**src/rtl/pcs_tx_sequencer.sv**
```systemverilog
// Transmit slot scheduler for a 32-bit 10GBASE-R PCS: owns the 33-slot gearbox schedule,
// back-pressures the MAC, keeps 66-bit blocks atomic and fills empty slots with idle.
module pcs_tx_sequencer #(
  parameter int                    DATA_WIDTH = 32,
  parameter int                    SEQ_MAX    = 32,
  parameter logic [DATA_WIDTH-1:0] IDLE_WORD  = 32'h07070707
) (
  input  logic                  i_clk,
  input  logic                  i_reset,
  input  logic                  i_enable,
  input  logic [DATA_WIDTH-1:0] i_mac_data,
  input  logic [3:0]            i_mac_ctrl,
  input  logic                  i_mac_valid,
  output logic                  o_mac_ready,
  output logic [DATA_WIDTH-1:0] o_enc_data,
  output logic [3:0]            o_enc_ctrl,
  output logic                  o_enc_valid,
  output logic                  o_enc_half,
  output logic [5:0]            o_gb_seq,
  output logic                  o_gb_hdr_valid,
  output logic                  o_underflow,
  output logic [15:0]           o_idle_cnt
);

  localparam logic [5:0] PAUSE_SLOT = 6'(SEQ_MAX);

  typedef enum logic [0:0] {
    ST_IDLE = 1'b0,
    ST_RUN  = 1'b1
  } state_t;

  state_t                state_q;
  state_t                state_d;
  logic [5:0]            slot_q;
  logic [5:0]            slot_d;
  logic                  first_idle_q;
  logic                  first_idle_d;
  logic                  ready_s;
  logic                  insert_idle_s;
  logic                  odd_slot_s;
  logic                  pause_slot_s;
  logic [DATA_WIDTH-1:0] data_d;
  logic [3:0]            ctrl_d;
  logic                  valid_d;
  logic                  half_d;
  logic [5:0]            seq_d;
  logic                  underflow_d;
  logic [15:0]           idle_cnt_d;

  assign odd_slot_s   = slot_q[0];
  assign pause_slot_s = (slot_q == PAUSE_SLOT);
  assign o_mac_ready  = ready_s;

  // Next-state, MAC handshake and next output word for the current slot
  always_comb begin
    state_d       = state_q;
    slot_d        = slot_q;
    first_idle_d  = first_idle_q;
    ready_s       = 1'b0;
    insert_idle_s = 1'b0;
    data_d        = o_enc_data;
    ctrl_d        = o_enc_ctrl;
    valid_d       = 1'b0;
    half_d        = 1'b0;
    seq_d         = 6'd0;
    underflow_d   = 1'b0;
    idle_cnt_d    = o_idle_cnt;

    case (state_q)
      ST_IDLE: begin
        slot_d       = 6'd0;
        first_idle_d = 1'b0;
        if (i_enable) begin
          state_d = ST_RUN;
        end else begin
          state_d = ST_IDLE;
        end
      end

      ST_RUN: begin
        // Stop only on a block boundary so a started block always gets its second half
        if (!i_enable && (!odd_slot_s || pause_slot_s)) begin
          state_d      = ST_IDLE;
          slot_d       = 6'd0;
          first_idle_d = 1'b0;
        end else if (pause_slot_s) begin
          slot_d = 6'd0;
          seq_d  = PAUSE_SLOT;
        end else begin
          slot_d  = slot_q + 6'd1;
          ready_s = (i_enable || odd_slot_s) && !(odd_slot_s && first_idle_q);
          valid_d = 1'b1;
          half_d  = odd_slot_s;
          seq_d   = slot_q;
          if (ready_s && i_mac_valid) begin
            data_d = i_mac_data;
            ctrl_d = i_mac_ctrl;
          end else begin
            insert_idle_s = 1'b1;
            data_d        = IDLE_WORD;
            ctrl_d        = 4'hF;
            underflow_d   = odd_slot_s && !first_idle_q && !i_mac_valid;
            if (o_idle_cnt != 16'hFFFF) begin
              idle_cnt_d = o_idle_cnt + 16'd1;
            end else begin
              idle_cnt_d = o_idle_cnt;
            end
          end
          if (!odd_slot_s) begin
            first_idle_d = insert_idle_s;
          end else begin
            first_idle_d = first_idle_q;
          end
        end
      end

      default: begin
        state_d      = ST_IDLE;
        slot_d       = 6'd0;
        first_idle_d = 1'b0;
      end
    endcase
  end

  // State and registered output word
  always_ff @(posedge i_clk) begin
    if (i_reset) begin
      state_q        <= ST_IDLE;
      slot_q         <= 6'd0;
      first_idle_q   <= 1'b0;
      o_enc_data     <= '0;
      o_enc_ctrl     <= 4'h0;
      o_enc_valid    <= 1'b0;
      o_enc_half     <= 1'b0;
      o_gb_seq       <= 6'd0;
      o_gb_hdr_valid <= 1'b0;
      o_underflow    <= 1'b0;
      o_idle_cnt     <= 16'd0;
    end else begin
      state_q        <= state_d;
      slot_q         <= slot_d;
      first_idle_q   <= first_idle_d;
      o_enc_data     <= data_d;
      o_enc_ctrl     <= ctrl_d;
      o_enc_valid    <= valid_d;
      o_enc_half     <= half_d;
      o_gb_seq       <= seq_d;
      o_gb_hdr_valid <= valid_d && !half_d;
      o_underflow    <= underflow_d;
      o_idle_cnt     <= idle_cnt_d;
    end
  end

endmodule
```
**config.mk**
```make
export PLATFORM = sky130hd
export DESIGN_NAME = pcs_tx_sequencer
export DESIGN_NICKNAME = d
export VERILOG_FILES = /design/src/rtl/pcs_tx_sequencer.sv
export SDC_FILE = /design/constraint.sdc
export NUM_CORES = 1
export LEC_CHECK = 0
export CORE_MARGIN = 2
export CORE_UTILIZATION = 48
export CTS_CLUSTER_DIAMETER = 120
export DETAILED_ROUTE_END_ITERATION = 8
export GPL_TIMING_DRIVEN = 0
export PLACE_DENSITY = 0.85
export SLEW_MARGIN = 10
export SYNTH_ARGS = -nofsm -noshare
export SYNTH_HDL_FRONTEND = slang
export SYNTH_SLANG_ARGS = --single-unit
```
**constraint.sdc**
```tcl
create_clock -name i_clk -period 5 [get_ports i_clk]
set_input_delay 0.5 -clock i_clk [delete_from_list [all_inputs] [get_ports i_clk]]
set_output_delay 0.5 -clock i_clk [all_outputs]
set_load 0.01 [all_outputs]
```
# == Word level (Yosys, flattened, before mapping) ==
# Index checks and enable logic that the tools add are counted.
# totals
regBits,70
in_bits,40
output_inout_bits,63
elab_cells,66
# op_classes
n_addsub,2
eq_ne,4
mux,23
bitwise_logic,4
reduce_logical,21
# ops
operator,n
$mux W32,1
$mux W6,3
$add A16 B1 Y16 const B,1
$ne A16 B16 Y1 const B,1
$mux W1,15
$pmux W6 S2,1
$logic_and A1 B1 Y1,7
$add A6 B1 Y6 const B,1
$eq A6 B6 Y1 const B,1
$logic_not A1 Y1,6
$ne A3 B2 Y1 const B,2
$reduce_and A5 Y1,1
$reduce_or A5 Y1,1
$mux W4,1
$not A1 Y1,4
$pmux W1 S2,2
$reduce_or A4 Y1,1
$reduce_and A3 Y1,1
$reduce_or A3 Y1,1
$logic_or A1 B1 Y1,2
$reduce_and A2 Y1,1

# == Logic depth before layout (Yosys ltp) ==
# depth
ltp_word,9
depth_mapped,8
depth_no_buf,6

# == Worst setup path after synthesis ==
# OpenSTA, ideal clock, no wires.
# synth_timing
kind,flip-flop to flip-flop
startpoint,register slot_q[0]
endpoint,register o_idle_cnt[11]
setup_ns,0.123
arrival_time_ns,1.751
required_time_ns,4.877
slack_ns,3.125
stages_incl_launch_ff,8
n_path_buf,1
synth_period_minus_slack_ns,1.875
cell_sequence,dfxtp_1 -> inv_1 -> ha_1 -> nand4bb_1 -> o21bai_4 -> buf_2 -> nor4_1 -> mux2_1
# synth_via
elab_chain_cells,6
word_cells_on_any_way,13
classes_between,eq/ne (1); bitwise (3); reduce/logical (9)
# synth_lines
element,line,rtl
start: declaration,34,logic [5:0] slot_q;
start signal: assignment,141,slot_q <= slot_d;
branches (longest 5 deep; another with $eq A6 B6 Y1),n/a,
$reduce_and A5 Y1 (no line) *,n/a,
end signal: assignment,150,o_idle_cnt <= idle_cnt_d;
end: declaration,22,output logic [15:0] o_idle_cnt
# Mark *: on every way between the ends.
# A chain may end at the register's enable or synchronous reset.

# == Final worst setup path ==
# layout_timing
startpoint,register slot_q[0]
endpoint,output port o_mac_ready
# layout_via
elab_chain_cells,6
word_cells_on_any_way,11
classes_between,eq/ne (1); mux (3); reduce/logical (7)
# layout_lines
element,line,rtl
branches (longest 4 deep; another with $eq A6 B6 Y1),n/a,
$mux W1 *,82,if (!i_enable && (!odd_slot_s || pause_slot_s)) begin
$mux W1 *,69,case (state_q)
end: declaration,14,"output logic o_mac_ready,"
# Marks and branches as above.

==> key figures <==
Job
  • Maxcap violations: 0

Detailed routing
  • First DRT Iteration DRCs: a little under 100
  • Via/cell ratio: 5.40
  • Drt pass-1 iters: 4
  • Drt wl/cell: 15.0 um
  • ANT nets after route: 0
  • DRC: 0
  • Via count: between 2,000 and 3,000
  • Post-Route WL: 7.41 mm

STA
  • Hold Vio Cnt, Final: 0
  • # setup viols final: 0
  • Max Slew Vio Count: 0
  • Clk_skew: 14.0 ps
  • Worst slew pin tran: just under 500 ps
  • Setup_tns: 0 ps
  • Final Critical Period: 2570 ps
  • Max Fclk: just under 400 MHz
  • RSZ-0062 raised after global routing: no
  • Period utilisation layout: about half
  • Worst slew margin: 67.9%

Clock tree
  • CTS buffer count: 9
  • Setup Buffers After CTS: 0
  • # resized after CTS: 0
  • CTS Sinks: 70
  • Hold buffers post-CTS: 0
  • Clk buf depth: 2
  • TritonCTS clock tree: yes
  • Clock root buffer: clkbuf_8
  • # H-tree levels: 3
  • Clk_lat worst skew: about 360 ps
  • Clk pin slew, worst setup/hold paths: around 80 ps

GRT
  • Total grt overflow: 0
  • Initial antenna violation count: 0
  • Overall routing resource usage: 23.8%
  • Largest net degree at the start of global routing: 14
  • First-pass GRT wire length: approximately 12 mm
  • Number of global-route vias before repair: approximately 2,500

Placed design
  • I/O Buffers: around 100
  • Dpl hpwl: approximately 5.4 mm
  • Dpl cells: 477
  • Placer congestion estimate: 0.855

Synth
  • Synth area leaders: dfxtp_1 50%, nor3_1 6.4%, a22o_1 6.2%
  • Post-synthesis mux area share: 5.60%
  • Register area share after synthesis: 49.7%
  • YS warnings: 0
  • Synth unique cells: 41
  • Mapped Nets: 346
  • Asr flop ratio synth: 0%
  • Register bit total from synthesis: 70
  • Post-synth top area share: roughly half
  • Ys flop type: dfxtp_1
  • Syn avg cell area: 9.30 sq um
  • Synth cell count leaders: 70 x dfxtp_1, 40 x nor2_1, 36 x nor3_1, 20 x a22o_1, 16 x nor2b_1
  • Synthesized cell area: between 2000 and 3000 sq um
  • Number of synthesized flops with an enable pin: 0
  • Synth Instances: 303
  • Most common cell in the synthesized netlist: dfxtp_1
  • Synth Area in Compound Gates: about 11%
  • Xor-xnor portion of the synthesized cell area: 1.24%
  • Synth area leader: dfxtp_1
  • Synth Area in Adders: 1.33%
  • Simple-Gate Fraction of Synth Area: between 20% and 30%
  • Main combinational cell family by area after synthesis: simple AND/OR/NAND/NOR gates

Floorplanning
  • Total core area: ~5600 sq um
  • Die height: slightly above 80 um
  • Initial Utilization: between 50 and 60%
  • Die width: 80.6 um
  • # rows: 27
  • Die ar.: 6500 sq um
  • IO Pins: ~100

Status
  • Status: completed

Worst setup path
  • Crit path cell chain: inv_1, ha_1, nand3_1, nand2_1, a21oi_1, clkdlybuf4s50_1
  • CP Class: register to output pin
  • Slowest CP cell: clkdlybuf4s50_1
  • WP data arrival: between 2000 and 2500 ps
  • CP Max Fanout: 8
  • Delay-heaviest family, CP: buffers and inverters
  • Crit start category: register
  • CP Buf/Inv Count: 2
  • WP data required: between 4000 and 5000 ps
  • Crit. End Element: output pin
  • Critical path's largest stage delay: ~570 ps

Layout
  • Final Non-Filler Cells: 493
  • Post-layout nets: 459
  • Diodes inserted: 0
  • Area Growth Syn to Fin: 46.0%
  • Share of layout cells above drive strength 1: under 10%

Power and ir drop
  • Pwr/cell area: about 270 nW/um^2
  • Peak supply drop: 0.165 mV
  • LEAKAGE: 0.00152 uW

Min path
  • Type of the tightest min-delay check: register to register
==> placed cells by master (no fill, tap or decap), types with 10 or more instances in the layout <==
| master | Yosys | layout |
|---|---|---|
| clkdlybuf4s50_1 | 0 | 102 |
| nor2_1 | 40 | 40 |
| nor3_1 | 36 | 36 |
| nor4_1 | 15 | 15 |
| buf_2 | 10 | 10 |
| clkbuf_8 | 0 | 10 |
| dfxtp_1 | 70 | 70 |
| a22o_1 | 20 | 20 |
| mux2_1 | 11 | 11 |
| nand2_1 | 10 | 10 |
| nor2b_1 | 16 | 16 |
==> worst reg2reg max path: cells and delay by family (launching register included) <==
kind	cells	cell delay [ps]
AO/OA/AOI/OAI	1	120
multiplexers	1	360
flip-flops	1	480
buffers and inverters	2	310
adder cells (fa/ha/maj)	1	250
AND/OR/NAND/NOR	2	630
==> cells by family after synthesis <==
group	count (synthesis)
xor+xnor	4
simple gates	148
compound gates	37
mux	14
buf+inv	27
flops	70
fa+ha+maj	3
==> layer usage <==
layer  share of wire, %  global-route usage, %
met5                  0                      0
met4                2.7                   12.2
met3                5.4                   5.73
met2                 49                   38.6
met1                 42                   29.3
==> cell type report <==
class,count,area [sq um]
plain buffers,22,100
clock buffers,10,138
clock inverters,6,46.3
fillers,440,1460
inverters,5,18.8
multi-input cells,206,1300
flip-flops and latches,70,1400
well taps,72,90.1
repair buffers,102,1020
==> power by group <==
part / leakage [uW] / total (uW) / switching, uW / internal, uW
registers: 0.000567 / 576 / 7.16 / 569
clock network: 0.0000889 / 423 / 227 / 196
logic: 0.000861 / 111 / 50.4 / 61.1
total: 0.00152 / 1110 / 285 / 826
==> stage by stage <==
step	utilization (%)	hold WS, ps	cell area, sq um	setup WS [ps]	power, uW
6_report	73.8	487	4110	2430	1110
5_1_grt	73.8	501	4110	2310	1150
4_1_cts	73.8	478	4110	2430	1110
3_5_place_dp	70.5	463	3930	2460	700
3_3_place_gp	70.5	458	3930	2530	697
2_1_floorplan	-	444	2820	3130	633
==> state kept, by name, indices dropped and copies added, names as in the netlist, 4 cells and up <==
name and count:
slot_q 6, o_enc_data 32, o_enc_ctrl 4, o_idle_cnt 16, o_gb_seq 6
==> path summary, 6_finish.rpt <==
path	startpoint	to	slack, ps	cells past startpoint
max reg2reg	slot_q[0]	o_idle_cnt[12]	2730	7
max	slot_q[0]	o_mac_ready	2430	6
min reg2reg	o_enc_data[23]	o_enc_data[23]	490	1
min	o_enc_data[23]	o_enc_data[23]	490	1
No activity file was read; power rests on OpenSTA's default activity.
